[src/rtl/fp_pkg.sv]
// Shared definitions for the sequential FP divide/sqrt unit and its rounding stage.
package fp_pkg;

  // Control FSM of the divide/sqrt engine.
  typedef enum logic [2:0] {
    IDLE    = 3'd0,
    ITER    = 3'd1,
    SPECIAL = 3'd2,
    ROUND   = 3'd3,
    DONE    = 3'd4
  } fsm_state_e;

  // Bit positions inside the 5-bit {NV,DZ,OF,UF,NX} flag vector.
  localparam int FLAG_NX = 0;
  localparam int FLAG_UF = 1;
  localparam int FLAG_OF = 2;
  localparam int FLAG_DZ = 3;
  localparam int FLAG_NV = 4;

  // Operation and rounding-mode encodings.
  localparam logic OP_DIV  = 1'b0;
  localparam logic OP_SQRT = 1'b1;
  localparam logic RM_RNE  = 1'b0;
  localparam logic RM_RTZ  = 1'b1;

  // Constant helpers return a wide vector; callers size-cast to FLEN.
  localparam int MAX_FLEN = 128;

  function automatic int fp_bias(input int exp_w);
    return (1 << (exp_w - 1)) - 1;
  endfunction

  // Positive infinity: exponent all ones, mantissa zero.
  function automatic logic [MAX_FLEN-1:0] fp_inf(input int exp_w, input int man_w);
    return ((MAX_FLEN'(1) << exp_w) - MAX_FLEN'(1)) << man_w;
  endfunction

  // Largest finite magnitude sits one ULP below infinity.
  function automatic logic [MAX_FLEN-1:0] fp_max_finite(input int exp_w, input int man_w);
    return fp_inf(exp_w, man_w) - MAX_FLEN'(1);
  endfunction

  // Canonical quiet NaN: positive, exponent all ones, mantissa MSB set.
  function automatic logic [MAX_FLEN-1:0] fp_qnan(input int exp_w, input int man_w);
    return fp_inf(exp_w, man_w) | (MAX_FLEN'(1) << (man_w - 1));
  endfunction

endpackage

[src/rtl/fp_round_pack.sv]
// Combinational normalise/round/pack stage. Takes a significand whose leading
// one is in one of its two top bits plus a sticky bit, and produces the packed
// result with overflow (saturate per rounding mode) and flush-to-zero handling.
module fp_round_pack
  import fp_pkg::*;
#(
  parameter  int EXP_W = 8,
  parameter  int MAN_W = 23,
  localparam int FLEN  = 1 + EXP_W + MAN_W,
  localparam int SIG_W = MAN_W + 3,
  localparam int EW    = EXP_W + 2
) (
  input  logic                 sign,
  input  logic signed [EW-1:0] exp_in,
  input  logic [SIG_W-1:0]     sig,
  input  logic                 sticky,
  input  logic                 rm,
  output logic [FLEN-1:0]      result,
  output logic [4:0]           flags
);

  localparam logic [FLEN-1:0]      INF_PAT = FLEN'(fp_inf(EXP_W, MAN_W));
  localparam logic [FLEN-1:0]      MAX_PAT = FLEN'(fp_max_finite(EXP_W, MAN_W));
  localparam logic signed [EW-1:0] EXP_MAX = EW'((1 << EXP_W) - 1);
  localparam logic signed [EW-1:0] EXP_ONE = EW'(1);

  logic [MAN_W-1:0]     frac_n;
  logic [MAN_W-1:0]     frac_r;
  logic                 frac_carry;
  logic                 rnd_bit;
  logic                 sticky_n;
  logic                 round_up;
  logic                 inexact;
  logic signed [EW-1:0] exp_n;
  logic signed [EW-1:0] exp_r;

  // Normalise by at most one place, round the fraction, then classify the exponent.
  always_comb begin
    result = '0;
    flags  = '0;
    if (sig[SIG_W-1]) begin
      frac_n   = sig[SIG_W-2:2];
      rnd_bit  = sig[1];
      sticky_n = sig[0] | sticky;
      exp_n    = exp_in;
    end else begin
      frac_n   = sig[SIG_W-3:1];
      rnd_bit  = sig[0];
      sticky_n = sticky;
      exp_n    = exp_in - EXP_ONE;
    end
    inexact  = rnd_bit | sticky_n;
    round_up = (rm == RM_RNE) && rnd_bit && (sticky_n || frac_n[0]);
    // A carry out of the fraction turns 1.11..1 into 10.0, i.e. exponent + 1, fraction 0.
    {frac_carry, frac_r} = {1'b0, frac_n} + {{MAN_W{1'b0}}, round_up};
    exp_r = frac_carry ? (exp_n + EXP_ONE) : exp_n;

    if (!exp_r[EW-1] && (exp_r >= EXP_MAX)) begin
      result         = (rm == RM_RNE) ? {sign, INF_PAT[FLEN-2:0]} : {sign, MAX_PAT[FLEN-2:0]};
      flags[FLAG_OF] = 1'b1;
      flags[FLAG_NX] = 1'b1;
    end else if (exp_r[EW-1] || (exp_r == '0)) begin
      result         = {sign, {(FLEN-1){1'b0}}};
      flags[FLAG_UF] = 1'b1;
      flags[FLAG_NX] = 1'b1;
    end else begin
      result         = {sign, exp_r[EXP_W-1:0], frac_r};
      flags[FLAG_NX] = inexact;
    end
  end

endmodule

[src/rtl/fp_div_sqrt_seq.sv]
// Multi-cycle radix-2 IEEE-754 divide / square-root unit. One quotient or root
// bit per cycle; special operands resolve in a single cycle. Subnormal inputs
// are treated as zero and subnormal results flush to zero.
module fp_div_sqrt_seq
  import fp_pkg::*;
#(
  parameter  int EXP_W = 8,
  parameter  int MAN_W = 23,
  localparam int FLEN  = 1 + EXP_W + MAN_W
) (
  input  logic            clk,
  input  logic            reset,
  input  logic            start,
  input  logic            op,
  input  logic            rm,
  input  logic [FLEN-1:0] a,
  input  logic [FLEN-1:0] b,
  output logic            stall,
  output logic            done,
  output logic [FLEN-1:0] result,
  output logic [4:0]      flags
);

  localparam int Q     = MAN_W + 3;   // result bits: normalisation, MAN_W+1 mantissa, round
  localparam int EW    = EXP_W + 2;   // signed exponent intermediate
  localparam int RW    = Q + 4;       // partial remainder, wide enough for the sqrt recurrence
  localparam int RAD_W = 2 * Q;       // radicand consumed two bits per cycle
  localparam int CNT_W = $clog2(Q);
  localparam logic signed [EW-1:0] BIAS_S  = EW'(fp_bias(EXP_W));
  localparam logic [FLEN-1:0]      QNAN    = FLEN'(fp_qnan(EXP_W, MAN_W));
  localparam logic [FLEN-1:0]      INF_PAT = FLEN'(fp_inf(EXP_W, MAN_W));

  // ---------------- operand unpack / classify ----------------
  logic             sa, sb, sq;
  logic [EXP_W-1:0] ea, eb;
  logic [MAN_W-1:0] fa, fb;
  logic             a_zero, a_inf, a_nan, a_snan;
  logic             b_zero, b_inf, b_nan, b_snan;

  assign {sa, ea, fa} = a;
  assign {sb, eb, fb} = b;
  assign sq     = sa ^ sb;
  assign a_zero = (ea == '0);
  assign a_inf  = (ea == '1) && (fa == '0);
  assign a_nan  = (ea == '1) && (fa != '0);
  assign a_snan = a_nan && !fa[MAN_W-1];
  assign b_zero = (eb == '0);
  assign b_inf  = (eb == '1) && (fb == '0);
  assign b_nan  = (eb == '1) && (fb != '0);
  assign b_snan = b_nan && !fb[MAN_W-1];

  logic signed [EW-1:0] ea_s, eb_s, ue, div_exp, sqrt_exp;
  logic [MAN_W:0]       ma, mb;
  logic [MAN_W+1:0]     rad_m;

  assign ma       = {1'b1, fa};
  assign mb       = {1'b1, fb};
  assign ea_s     = EW'(ea);
  assign eb_s     = EW'(eb);
  assign div_exp  = ea_s - eb_s + BIAS_S;
  assign ue       = ea_s - BIAS_S;
  assign sqrt_exp = (ue >>> 1) + BIAS_S;
  // An odd unbiased exponent moves one factor of two into the radicand.
  assign rad_m    = ue[0] ? {ma, 1'b0} : {1'b0, ma};

  logic            spec_hit;
  logic [FLEN-1:0] spec_res;
  logic [4:0]      spec_flags;

  // Special-operand resolution in priority order; spec_hit=0 means normal path.
  always_comb begin
    spec_hit   = 1'b1;
    spec_res   = '0;
    spec_flags = '0;
    if (op == OP_DIV) begin
      if (a_nan || b_nan) begin
        spec_res            = QNAN;
        spec_flags[FLAG_NV] = a_snan | b_snan;
      end else if ((a_zero && b_zero) || (a_inf && b_inf)) begin
        spec_res            = QNAN;
        spec_flags[FLAG_NV] = 1'b1;
      end else if (b_zero && !a_inf) begin
        spec_res            = {sq, INF_PAT[FLEN-2:0]};
        spec_flags[FLAG_DZ] = 1'b1;
      end else if (b_inf) begin
        spec_res = {sq, {(FLEN-1){1'b0}}};
      end else if (a_inf) begin
        spec_res = {sq, INF_PAT[FLEN-2:0]};
      end else if (a_zero) begin
        spec_res = {sq, {(FLEN-1){1'b0}}};
      end else begin
        spec_hit = 1'b0;
      end
    end else begin
      if (a_nan) begin
        spec_res            = QNAN;
        spec_flags[FLAG_NV] = a_snan;
      end else if (sa && !a_zero) begin
        spec_res            = QNAN;
        spec_flags[FLAG_NV] = 1'b1;
      end else if (a_zero) begin
        spec_res = {sa, {(FLEN-1){1'b0}}};
      end else if (a_inf) begin
        spec_res = INF_PAT;
      end else begin
        spec_hit = 1'b0;
      end
    end
  end

  // ---------------- state and datapath registers ----------------
  fsm_state_e           state_reg, state_next;
  logic                 op_reg, rm_reg, sign_reg;
  logic signed [EW-1:0] exp_reg;
  logic signed [RW-1:0] rem_reg, rem_step;
  logic [Q-1:0]         quo_reg, quo_step;
  logic [RAD_W-1:0]     rad_reg;
  logic [MAN_W:0]       div_reg;
  logic [CNT_W-1:0]     cnt_reg;
  logic [FLEN-1:0]      result_reg;
  logic [4:0]           flags_reg;

  logic signed [RW-1:0] div_diff, rem_sh, sqrt_trial;

  // One recurrence step: restoring divide or non-restoring square root.
  always_comb begin
    rem_step   = rem_reg;
    quo_step   = quo_reg;
    div_diff   = rem_reg - RW'(div_reg);
    rem_sh     = {rem_reg[RW-3:0], rad_reg[RAD_W-1 -: 2]};
    sqrt_trial = rem_reg[RW-1] ? (rem_sh + RW'({quo_reg, 2'b11}))
                               : (rem_sh - RW'({quo_reg, 2'b01}));
    if (op_reg == OP_DIV) begin
      if (!div_diff[RW-1]) begin
        rem_step = {div_diff[RW-2:0], 1'b0};
        quo_step = {quo_reg[Q-2:0], 1'b1};
      end else begin
        rem_step = {rem_reg[RW-2:0], 1'b0};
        quo_step = {quo_reg[Q-2:0], 1'b0};
      end
    end else begin
      rem_step = sqrt_trial;
      quo_step = {quo_reg[Q-2:0], ~sqrt_trial[RW-1]};
    end
  end

  // A negative non-restoring remainder is corrected before testing for exactness.
  logic signed [RW-1:0] rem_fix;
  logic                 sticky_fin;
  logic [FLEN-1:0]      rp_result;
  logic [4:0]           rp_flags;

  assign rem_fix    = rem_reg[RW-1] ? (rem_reg + RW'({quo_reg, 1'b1})) : rem_reg;
  assign sticky_fin = (rem_fix != '0);

  fp_round_pack #(
    .EXP_W (EXP_W),
    .MAN_W (MAN_W)
  ) u_round_pack (
    .sign   (sign_reg),
    .exp_in (exp_reg),
    .sig    (quo_reg),
    .sticky (sticky_fin),
    .rm     (rm_reg),
    .result (rp_result),
    .flags  (rp_flags)
  );

  // FSM state register.
  always_ff @(posedge clk) begin
    if (reset) state_reg <= IDLE;
    else       state_reg <= state_next;
  end

  // Next-state decode plus stall/done outputs.
  always_comb begin
    state_next = state_reg;
    stall      = 1'b0;
    done       = 1'b0;
    case (state_reg)
      IDLE:    if (start) state_next = spec_hit ? SPECIAL : ITER;
      ITER: begin
        stall = 1'b1;
        if (cnt_reg == '0) state_next = ROUND;
      end
      ROUND: begin
        stall      = 1'b1;
        state_next = DONE;
      end
      DONE: begin
        stall      = 1'b1;
        done       = 1'b1;
        state_next = IDLE;
      end
      SPECIAL: begin
        stall      = 1'b1;
        done       = 1'b1;
        state_next = IDLE;
      end
      default: state_next = IDLE;
    endcase
  end

  // Operand capture on accept, recurrence in ITER, result capture in ROUND.
  always_ff @(posedge clk) begin
    if (reset) begin
      op_reg     <= 1'b0;
      rm_reg     <= 1'b0;
      sign_reg   <= 1'b0;
      exp_reg    <= '0;
      rem_reg    <= '0;
      quo_reg    <= '0;
      rad_reg    <= '0;
      div_reg    <= '0;
      cnt_reg    <= '0;
      result_reg <= '0;
      flags_reg  <= '0;
    end else begin
      case (state_reg)
        IDLE: begin
          if (start) begin
            op_reg  <= op;
            rm_reg  <= rm;
            quo_reg <= '0;
            cnt_reg <= CNT_W'(Q - 1);
            if (op == OP_DIV) begin
              sign_reg <= sq;
              exp_reg  <= div_exp;
              rem_reg  <= RW'(ma);
              div_reg  <= mb;
              rad_reg  <= '0;
            end else begin
              sign_reg <= 1'b0;
              exp_reg  <= sqrt_exp;
              rem_reg  <= '0;
              div_reg  <= '0;
              rad_reg  <= {rad_m, {(MAN_W+4){1'b0}}};
            end
            if (spec_hit) begin
              result_reg <= spec_res;
              flags_reg  <= spec_flags;
            end
          end
        end
        ITER: begin
          rem_reg <= rem_step;
          quo_reg <= quo_step;
          rad_reg <= rad_reg << 2;
          cnt_reg <= cnt_reg - 1'b1;
        end
        ROUND: begin
          result_reg <= rp_result;
          flags_reg  <= rp_flags;
        end
        default: ;
      endcase
    end
  end

  assign result = result_reg;
  assign flags  = flags_reg;

endmodule
[config.mk]
export PLATFORM = sky130hd
export DESIGN_NAME = fp_div_sqrt_seq
export DESIGN_NICKNAME = d
export VERILOG_FILES = /design/src/rtl/fp_pkg.sv /design/src/rtl/fp_round_pack.sv /design/src/rtl/fp_div_sqrt_seq.sv
export SDC_FILE = /design/constraint.sdc
export NUM_CORES = 1
export LEC_CHECK = 0
export ABC_CLOCK_PERIOD_IN_PS = 8800
export CORE_UTILIZATION = 35
export DETAILED_ROUTE_END_ITERATION = 16
export GPL_ROUTABILITY_DRIVEN = 1
export HOLD_SLACK_MARGIN = 0.05
export PLACE_DENSITY = 0.57
export RECOVER_POWER = 100
export SYNTH_ARGS = -nofsm -noshare
export SYNTH_HDL_FRONTEND = slang
export SYNTH_SLANG_ARGS = --single-unit
[constraint.sdc]
create_clock -name clk -period 8.8 [get_ports clk]
set_input_delay 1.32 -clock clk [delete_from_list [all_inputs] [get_ports clk]]
set_output_delay 1.32 -clock clk [all_outputs]
set_load 0.1 [all_outputs]
# Yosys cells after proc, flatten, opt, wreduce, memory -nomap -nowiden
# Index checks and enable logic that the tools add are counted.
# word_totals
mem_bits_ro	0
reg_bits	190
out_inout_bits	39
mem_count	0
elab_cells	156
input_bits	69
mem_bits_rw	0
latchBits	0
# classes
n_mul	0
order_cmp	1
n_addsub	12
div	0
mux	76
n_shift	0
n_reduce_logical	40
bitwise	6
eq_ne	9
# op_table
operator	n
2-to-1 mux 32 bit	12
2-to-1 mux 30 bit	5
2-to-1 mux 52 bit	2
one-hot mux 52 bit (2 select lines)	1
2-to-1 mux 31 bit	3
2-to-1 mux 24 bit	3
one-hot mux 32 bit (2 select lines)	1
one-hot mux 30 bit (2 select lines)	1
one-hot mux 26 bit (2 select lines)	1
logical NOT 23 bit	2
nonzero test 23 bit	2
2-to-1 mux 1 bit	32
adder 30 x 27 -> 30 bit	1
adder 30 x 28 -> 30 bit	1
2-to-1 mux 10 bit	3
nonzero test 30 bit	1
subtractor 30 x 24 -> 30 bit	1
subtractor 30 x 28 -> 30 bit	1
2-to-1 mux 26 bit	1
2-to-1 mux 25 bit	1
adder 23 x 1 -> 24 bit	1
2-to-1 mux 23 bit	1
one-hot mux 5 bit (2 select lines)	2
== test 8 bit (second input constant)	2
31 further kinds	63

# Longest topological paths before layout
# Gate-level depths: netlist of run 1.
# logic_depth
word_depth	14
mapped_depth	19
mapped_depth_nobuf	16

# By module
# A second synthesis of run 1 with hierarchy kept.
# hier_totals
hier_cells	2036
hier_area_um2	14991.9
# modules_own_cells
module	cells_each	instances	seq_area_each_um2	area_each_um2
fp_div_sqrt_seq	1728	1	3263.1	12996.2
fp_round_pack	308	1	0.0	1995.7

# Worst setup path before layout of run 1
# OpenSTA, ideal clock, no wires.
# synth_path
path_type	input -> register
from	input port a[23]
to	register exp_reg[7]
stages	18
setup_ps	128
arrival_time_ps	4275
n_path_buf	2
setup_slack_ps	4397
t_required_ps	8672
cell_sequence	clkbuf_1 buf_1 inv_1 ha_1 inv_1 fa_1 nand2_1 nand2_1 a21oi_1 o21bai_1 a21oi_1 xnor2_1 or4_1 nor2_1 xor2_1 o211ai_1 o21ai_0 nor2_1
# synth_between
elab_chain_cells	3
elab_cells_between_ends	5
classes_between	4 x add/sub; 1 x mux
# synth_lines
element	line	text
start, declared	fp_div_sqrt_seq.sv:16	input logic [FLEN-1:0] a,
subtractor 8 x 8 -> 9 bit / subtractor 8 x 7 -> 9 bit (equally long branches)	fp_div_sqrt_seq.sv:60, fp_div_sqrt_seq.sv:61	
adder 9 x 8 -> 10 bit / adder 8 x 8 -> 9 bit (equally long branches)	fp_div_sqrt_seq.sv:60, fp_div_sqrt_seq.sv:62	
2-to-1 mux 10 bit *	fp_div_sqrt_seq.sv:226	if (op == OP_DIV) begin
end signal, assigned	fp_div_sqrt_seq.sv:228	exp_reg <= div_exp;
end signal, assigned	fp_div_sqrt_seq.sv:234	exp_reg <= sqrt_exp;
end, declared	fp_div_sqrt_seq.sv:114	logic signed [EW-1:0] exp_reg;
# Every way passes the cells marked *; elsewhere a longest branch is shown, timed or not.
# A chain may end at the register's enable or synchronous reset.

# Final worst setup path of run 1
# layout_path
from	input port start
to	register quo_reg[0]
# layout_between
elab_chain_cells	2
# layout_lines
element	line	text
start, declared	fp_div_sqrt_seq.sv:13	input logic start,
!= test 2 bit (no line)	-	
AND reduction 2 bit (no line)	-	
end signal, assigned	fp_div_sqrt_seq.sv:247	quo_reg <= quo_step;
end, declared	fp_div_sqrt_seq.sv:116	logic [Q-1:0] quo_reg, quo_step;
# No other way between the ends.

==> flow_summary_export.csv, run 1 <==
group,metric,value,unit
run_status,status,"finished with violations",
run_status,violations,"capacitance limit, slew limit",
routing,via_count,14100,
global_route,antenna_found_initial,0,
layout,largest_reg_flops,32,
floorplan,die_x,203,um
logic_synthesis,synth_ff_type,"dfxtp_1",
timing,post-route-period-util,68.3,%
floorplan,num_io_pins,108,
logic_synthesis,netlist_area,0.0142,mm^2
cts,numCtsBuffers,17,
layout,nFillCells,4244,
power,power.total,4.05,mW
cts,cts_sinks,163,
timing,layout_setup_ws,2790,ps
timing,tightest_slew,3670,ps
global_route,grt_max_degree,81,
cts,cts_root_buffer,"clkbuf_16",
critical_path,cp_max_fo,45,
global_route,grt_pass1_vias,13200,
timing,tns,0,ps
cts,cts_tree,"built",
cts,cts_resized,0,
place,place_congestion,0.919,
place,place_area,0.0155,mm^2
logic_synthesis,synth-edff-count,0,
cts,cts_hold_buf,0,
layout,drive_above_1_share,3.97,%
floorplan,die_h,203,um
power,peakVddDrop,0.203,mV
cts,clkSlewWorstSetupHoldPaths,70,ps
layout,utilization,40.5,%
critical_path,crit_required,9110,ps
floorplan,core,0.0398,mm^2
place,dp_slack,3970,ps
routing,postRouteAntennaNets,0,
place,portBuffers,107,
layout,final_common_cell,"a21oi_1",
timing,setup_viol,0,
critical_path,crit_path_end_kind,"flip-flop",
job,max_cap_viol_count,5,
global_route,grt_overflow,0,
routing,first_iter_violations,1000,
cts,h-tree-depth,4,
timing,slew_viol_final,216,
cts,clockBufferDepth,2,
power,power_density,252,mW/mm^2
floorplan,placementRows,73,
critical_path,path_class,"primary input to flip-flop",
floorplan,die_area,0.0413,mm^2
cts,clk_latency,450,ps
timing,timing.fmax,166,MHz
layout,syn_to_final_growth,13.6,%
routing,avgViaCountPerCell,5.71,
logic_synthesis,synth_cells,1914,
timing,min_period,6010,ps
logic_synthesis,syn_avg_cell_area,7.41,um^2
timing,max_slew_margin,-144,%
global_route,grt_use_total,21.8,%
logic_synthesis,yosys_register_bits,163,
layout,diodes,0,
logic_synthesis,synth_cell_type_count,75,
timing,clock_skew,11.2,ps
critical_path,startpoint_type,"primary input",
routing,wl,44700,um
routing,wire_per_inst,18.2,um
routing,first_pass_iters,6,
place,dpl.hpwl,33600,um
logic_synthesis,synth_fp_nets,2081,
layout,fin_area,0.0161,mm^2
cts,post_cts_buffers,0,
timing,hold_viol,0,
power,leakage,6.12,nW
global_route,grt_first_pass_wirelength,72000,um
logic_synthesis,ys_seq_area_share,23.0,%
routing,drc,0,
min_path,min_path_type,"flip-flop to flip-flop",
floorplan,initial_core_util,35.6,%
timing,rsz0062_at_grt,"no",
layout,nets,2095,
logic_synthesis,yosysWarningCount,0,
critical_path,cp_data_arrival_time,6330,ps
logic_synthesis,async_flop_share,0,%
layout,final_cell_mix,"a21oi_1 (203), nor2_1 (196), nand2_1 (175), dfxtp_1 (161), xnor2_1 (106)",
-- final cells by class --
type,instances,area (um^2),share of cell area [%]
Tap cell,525,657,4.08
Sequential cell,163,3270,20.3
Clock inverter,12,180,1.12
Multi-Input combinational cell,1541,10100,62.7
Timing Repair Buffer,121,1150,7.11
Clock buffer,19,443,2.75
Inverter,84,315,1.96
-- per-stage QoR --
stage / cells / hold slack, ps
global placement: 2434 / 439
CTS: 2465 / 453
floorplan: 1914 / 432
detailed placement: 2434 / 444
global route: 2465 / 471
finish: 2465 / 450
-- synth_stat cells (26+ instances only) --
library cell,count,area (um^2)
a31oi_1,26,163
nor3b_1,26,195
nand2_1,175,657
inv_1,84,315
nand3b_1,32,240
mux2i_1,47,470
xor2_1,48,420
nor2_1,196,736
nor4_1,28,175
nand3_1,40,200
a211oi_1,31,233
nor3_1,31,155
clkbuf_1,102,383
dfxtp_1,163,3260
a221oi_1,26,228
a22oi_1,33,248
o21ai_0,84,420
a21oi_1,203,1020
a21o_1,49,368
ha_1,95,1190
xnor2_1,107,937
-- power breakdown --
part | total, mW | internal, mW | leakage [nW] | switching (mW)
clock | 0.812 | 0.482 | 0.300 | 0.330
sequential | 0.917 | 0.797 | 1.33 | 0.120
combinational | 2.32 | 0.996 | 4.49 | 1.33
-- kinds of logic after synthesis --
logic type	Yosys count	share of synthesized area, %
AO/OA/AOI/OAI	576	25.7
buffers and inverters	210	5.83
AND/OR/NAND/NOR	650	22.6
adder cells (fa/ha/maj)	98	8.80
flip-flops	163	23.0
XOR/XNOR	155	9.57
multiplexers	62	4.51
-- path summary, 6_finish.rpt --
kind	from	to	slack (ps)	cells after the start
worst max register to register	rem_reg[0]$_SDFFE_PP0P_	rem_reg[21]$_SDFFE_PP0P_	3300	15
worst max-delay path	start	quo_reg[0]$_SDFFE_PP0P_	2790	8
worst min register to register	result[5]$_SDFFE_PP0P_	result[5]$_SDFFE_PP0P_	450	2
worst min-delay path	result[5]$_SDFFE_PP0P_	result[5]$_SDFFE_PP0P_	450	2
-- worst max-delay path: stages --
cell and delay, ps:
dlygate4sd3_1 630, nor4b_1 260, clkbuf_1 1570, nor2_1 1150
clkbuf_1 750, a22oi_1 340, o21ai_0 130, nor2b_1 150
-- metal layers --
metal  GRT usage [%]  wire (um)  share of wire, %  vias to the layer above
li1                -          -                 -                     6924
met1            30.8      21700                49                     6672
met2            33.9      19700                44                      415
met3            2.81       2120               4.7                       66
met4            6.90       1180               2.6                        0
met5               0          0                 0                        -
(Power assumes the default switching activity.)
==> inputs of run 2 (changes only) <==
--- a/config.mk
+++ b/config.mk
@@ -5,7 +5,7 @@
 export SDC_FILE = /design/constraint.sdc
 export NUM_CORES = 1
 export LEC_CHECK = 0
-export ABC_CLOCK_PERIOD_IN_PS = 8800
+export ABC_CLOCK_PERIOD_IN_PS = 6300
 export CORE_UTILIZATION = 35
 export DETAILED_ROUTE_END_ITERATION = 16
 export GPL_ROUTABILITY_DRIVEN = 1
==> constraint.sdc (replaced) <==
create_clock -name clk -period 6.3 [get_ports clk]
set_input_delay 0.945 -clock clk [delete_from_list [all_inputs] [get_ports clk]]
set_output_delay 0.945 -clock clk [all_outputs]
set_load 0.1 [all_outputs]
==> run 2 against run 1 <==
  * Count of clock-buffer cells in the layout is the same
  * Highest routed layer unchanged
  * Register-to-register slack lost 1800 ps
  * Critical endpoint is now result[24]$_SDFFE_PP0P_
  * Sequential cell count is the same
  * Via count is essentially flat
  * Largest cell class unchanged
  * The run still ends with capacitance limit, slew limit left
  * Total power grew 39%
  * Non-clock buffer count is the same
  * Clock power grew 33%
  * Worst setup slack lost 1800 ps
  * Combinational power grew 41%
==> flow_summary_export.csv, run 2 (synthesized netlist as in run 1, its figures left out) <==
group,metric,value,unit
run_status,status,"finished with violations",
run_status,violations,"capacitance limit, slew limit",
cts,post_cts_buffers,0,
timing,hold_viol,0,
cts,cts_hold_buf,0,
routing,drc,0,
layout,drive_above_1_share,4.02,%
timing,rsz0062_at_grt,"no",
timing,slew_viol_final,317,
place,portBuffers,107,
floorplan,placementRows,73,
global_route,grt_max_degree,81,
floorplan,num_io_pins,108,
timing,timing.fmax,187,MHz
power,power_density,350,mW/mm^2
timing,tns,0,ps
critical_path,cp_max_fo,29,
cts,cts_root_buffer,"clkbuf_16",
global_route,grt_use_total,21.8,%
cts,cts_resized,0,
critical_path,cp_data_arrival_time,5530,ps
layout,final_common_cell,"a21oi_1",
layout,nets,2095,
layout,diodes,0,
job,max_cap_viol_count,6,
layout,final_cell_mix,"a21oi_1 (203), nor2_1 (195), nand2_1 (175), dfxtp_1 (161), xnor2_1 (107)",
floorplan,die_area,0.0413,mm^2
routing,via_count,14100,
layout,largest_reg_flops,32,
critical_path,crit_path_end_kind,"flip-flop",
cts,cts_tree,"built",
global_route,grt_first_pass_wirelength,72000,um
routing,avgViaCountPerCell,5.70,
timing,setup_viol,0,
min_path,min_path_type,"flip-flop to flip-flop",
global_route,grt_overflow,0,
layout,syn_to_final_growth,13.4,%
routing,first_pass_iters,5,
floorplan,core,0.0398,mm^2
routing,wl,45200,um
power,leakage,6.09,nW
global_route,antenna_found_initial,0,
timing,min_period,5350,ps
global_route,grt_pass1_vias,13300,
routing,wire_per_inst,18.3,um
place,place_congestion,0.938,
timing,clock_skew,14.9,ps
routing,postRouteAntennaNets,0,
timing,max_slew_margin,-148,%
cts,h-tree-depth,4,
cts,clkSlewWorstSetupHoldPaths,70,ps
timing,hold_ws,447,ps
power,peakVddDrop,0.265,mV
cts,clk_latency,460,ps
place,dpl.hpwl,33700,um
cts,clockBufferDepth,2,
cts,numCtsBuffers,17,
floorplan,initial_core_util,35.6,%
timing,tightest_slew,3720,ps
place,placed_cells,2434,
critical_path,startpoint_type,"primary input",
layout,final_cells,2466,
critical_path,crit_required,6470,ps
routing,first_iter_violations,916,
cts,cts_sinks,163,
critical_path,path_class,"primary input to flip-flop",
floorplan,die_x,203,um
floorplan,die_h,203,um
timing,post-route-period-util,85.0,%
run 2: final cells by class:
class	count	area [um^2]
inverter	84	315
multi-input combinational	1541	10100
tap	525	657
sequential	163	3270
timing repair buffer	121	1150
fill	4172	23700
clock buffer	19	443
clock inverter	13	149
run 2: power by group:
| part | leakage [nW] | switching, mW | internal, mW |
|---|---|---|---|
| Sequential | 1.33 | 0.173 | 1.11 |
| Clock | 0.275 | 0.484 | 0.599 |
| Combinational | 4.49 | 1.87 | 1.39 |
run 2: worst paths after layout:
check	startpoint	to	slack, ps	depth (start not counted)
max	a[23]	result[24]$_SDFFE_PP0P_	950	13
min	result[2]$_SDFFE_PP0P_	result[2]$_SDFFE_PP0P_	450	2
max reg2reg	rem_reg[0]$_SDFFE_PP0P_	rem_reg[3]$_SDFFE_PP0P_	1470	15
min reg2reg	result[2]$_SDFFE_PP0P_	result[2]$_SDFFE_PP0P_	450	2
run 2: per-layer routing:
layer / up-vias / global-route usage [%] / share of wire [%]
met5: - / 0 / 0
li1: 6923 / - / -
met2: 459 / 33.9 / 44
met1: 6604 / 29.6 / 47
met3: 79 / 3.47 / 5.6
met4: 0 / 9.85 / 3.7
run 2: worst max-delay path, stage by stage:
cell and delay [ps]:
clkdlybuf4s50_1 450, clkbuf_1 1390, ha_1 460, inv_1 70
nor2_1 160, nand4_1 280, nand3_1 170, nand2_1 80
nor2_1 160, mux2i_1 110, or2_0 550, nor2_1 530
a211oi_1 140
run 2: stage by stage:
| step | power (mW) | util [%] | setup WS (ps) | instance area, um^2 |
|---|---|---|---|---|
| finish | 5.63 | 40.4 | 945 | 16100 |
| global route | 6.03 | 40.4 | 650 | 16100 |
| CTS | 5.63 | 40.5 | 1720 | 16100 |
| detailed placement | 4.52 | 39.0 | 1760 | 15500 |
| global placement | 4.51 | 39.0 | 1870 | 15500 |
| floorplan | 3.75 | - | 2140 | 14200 |
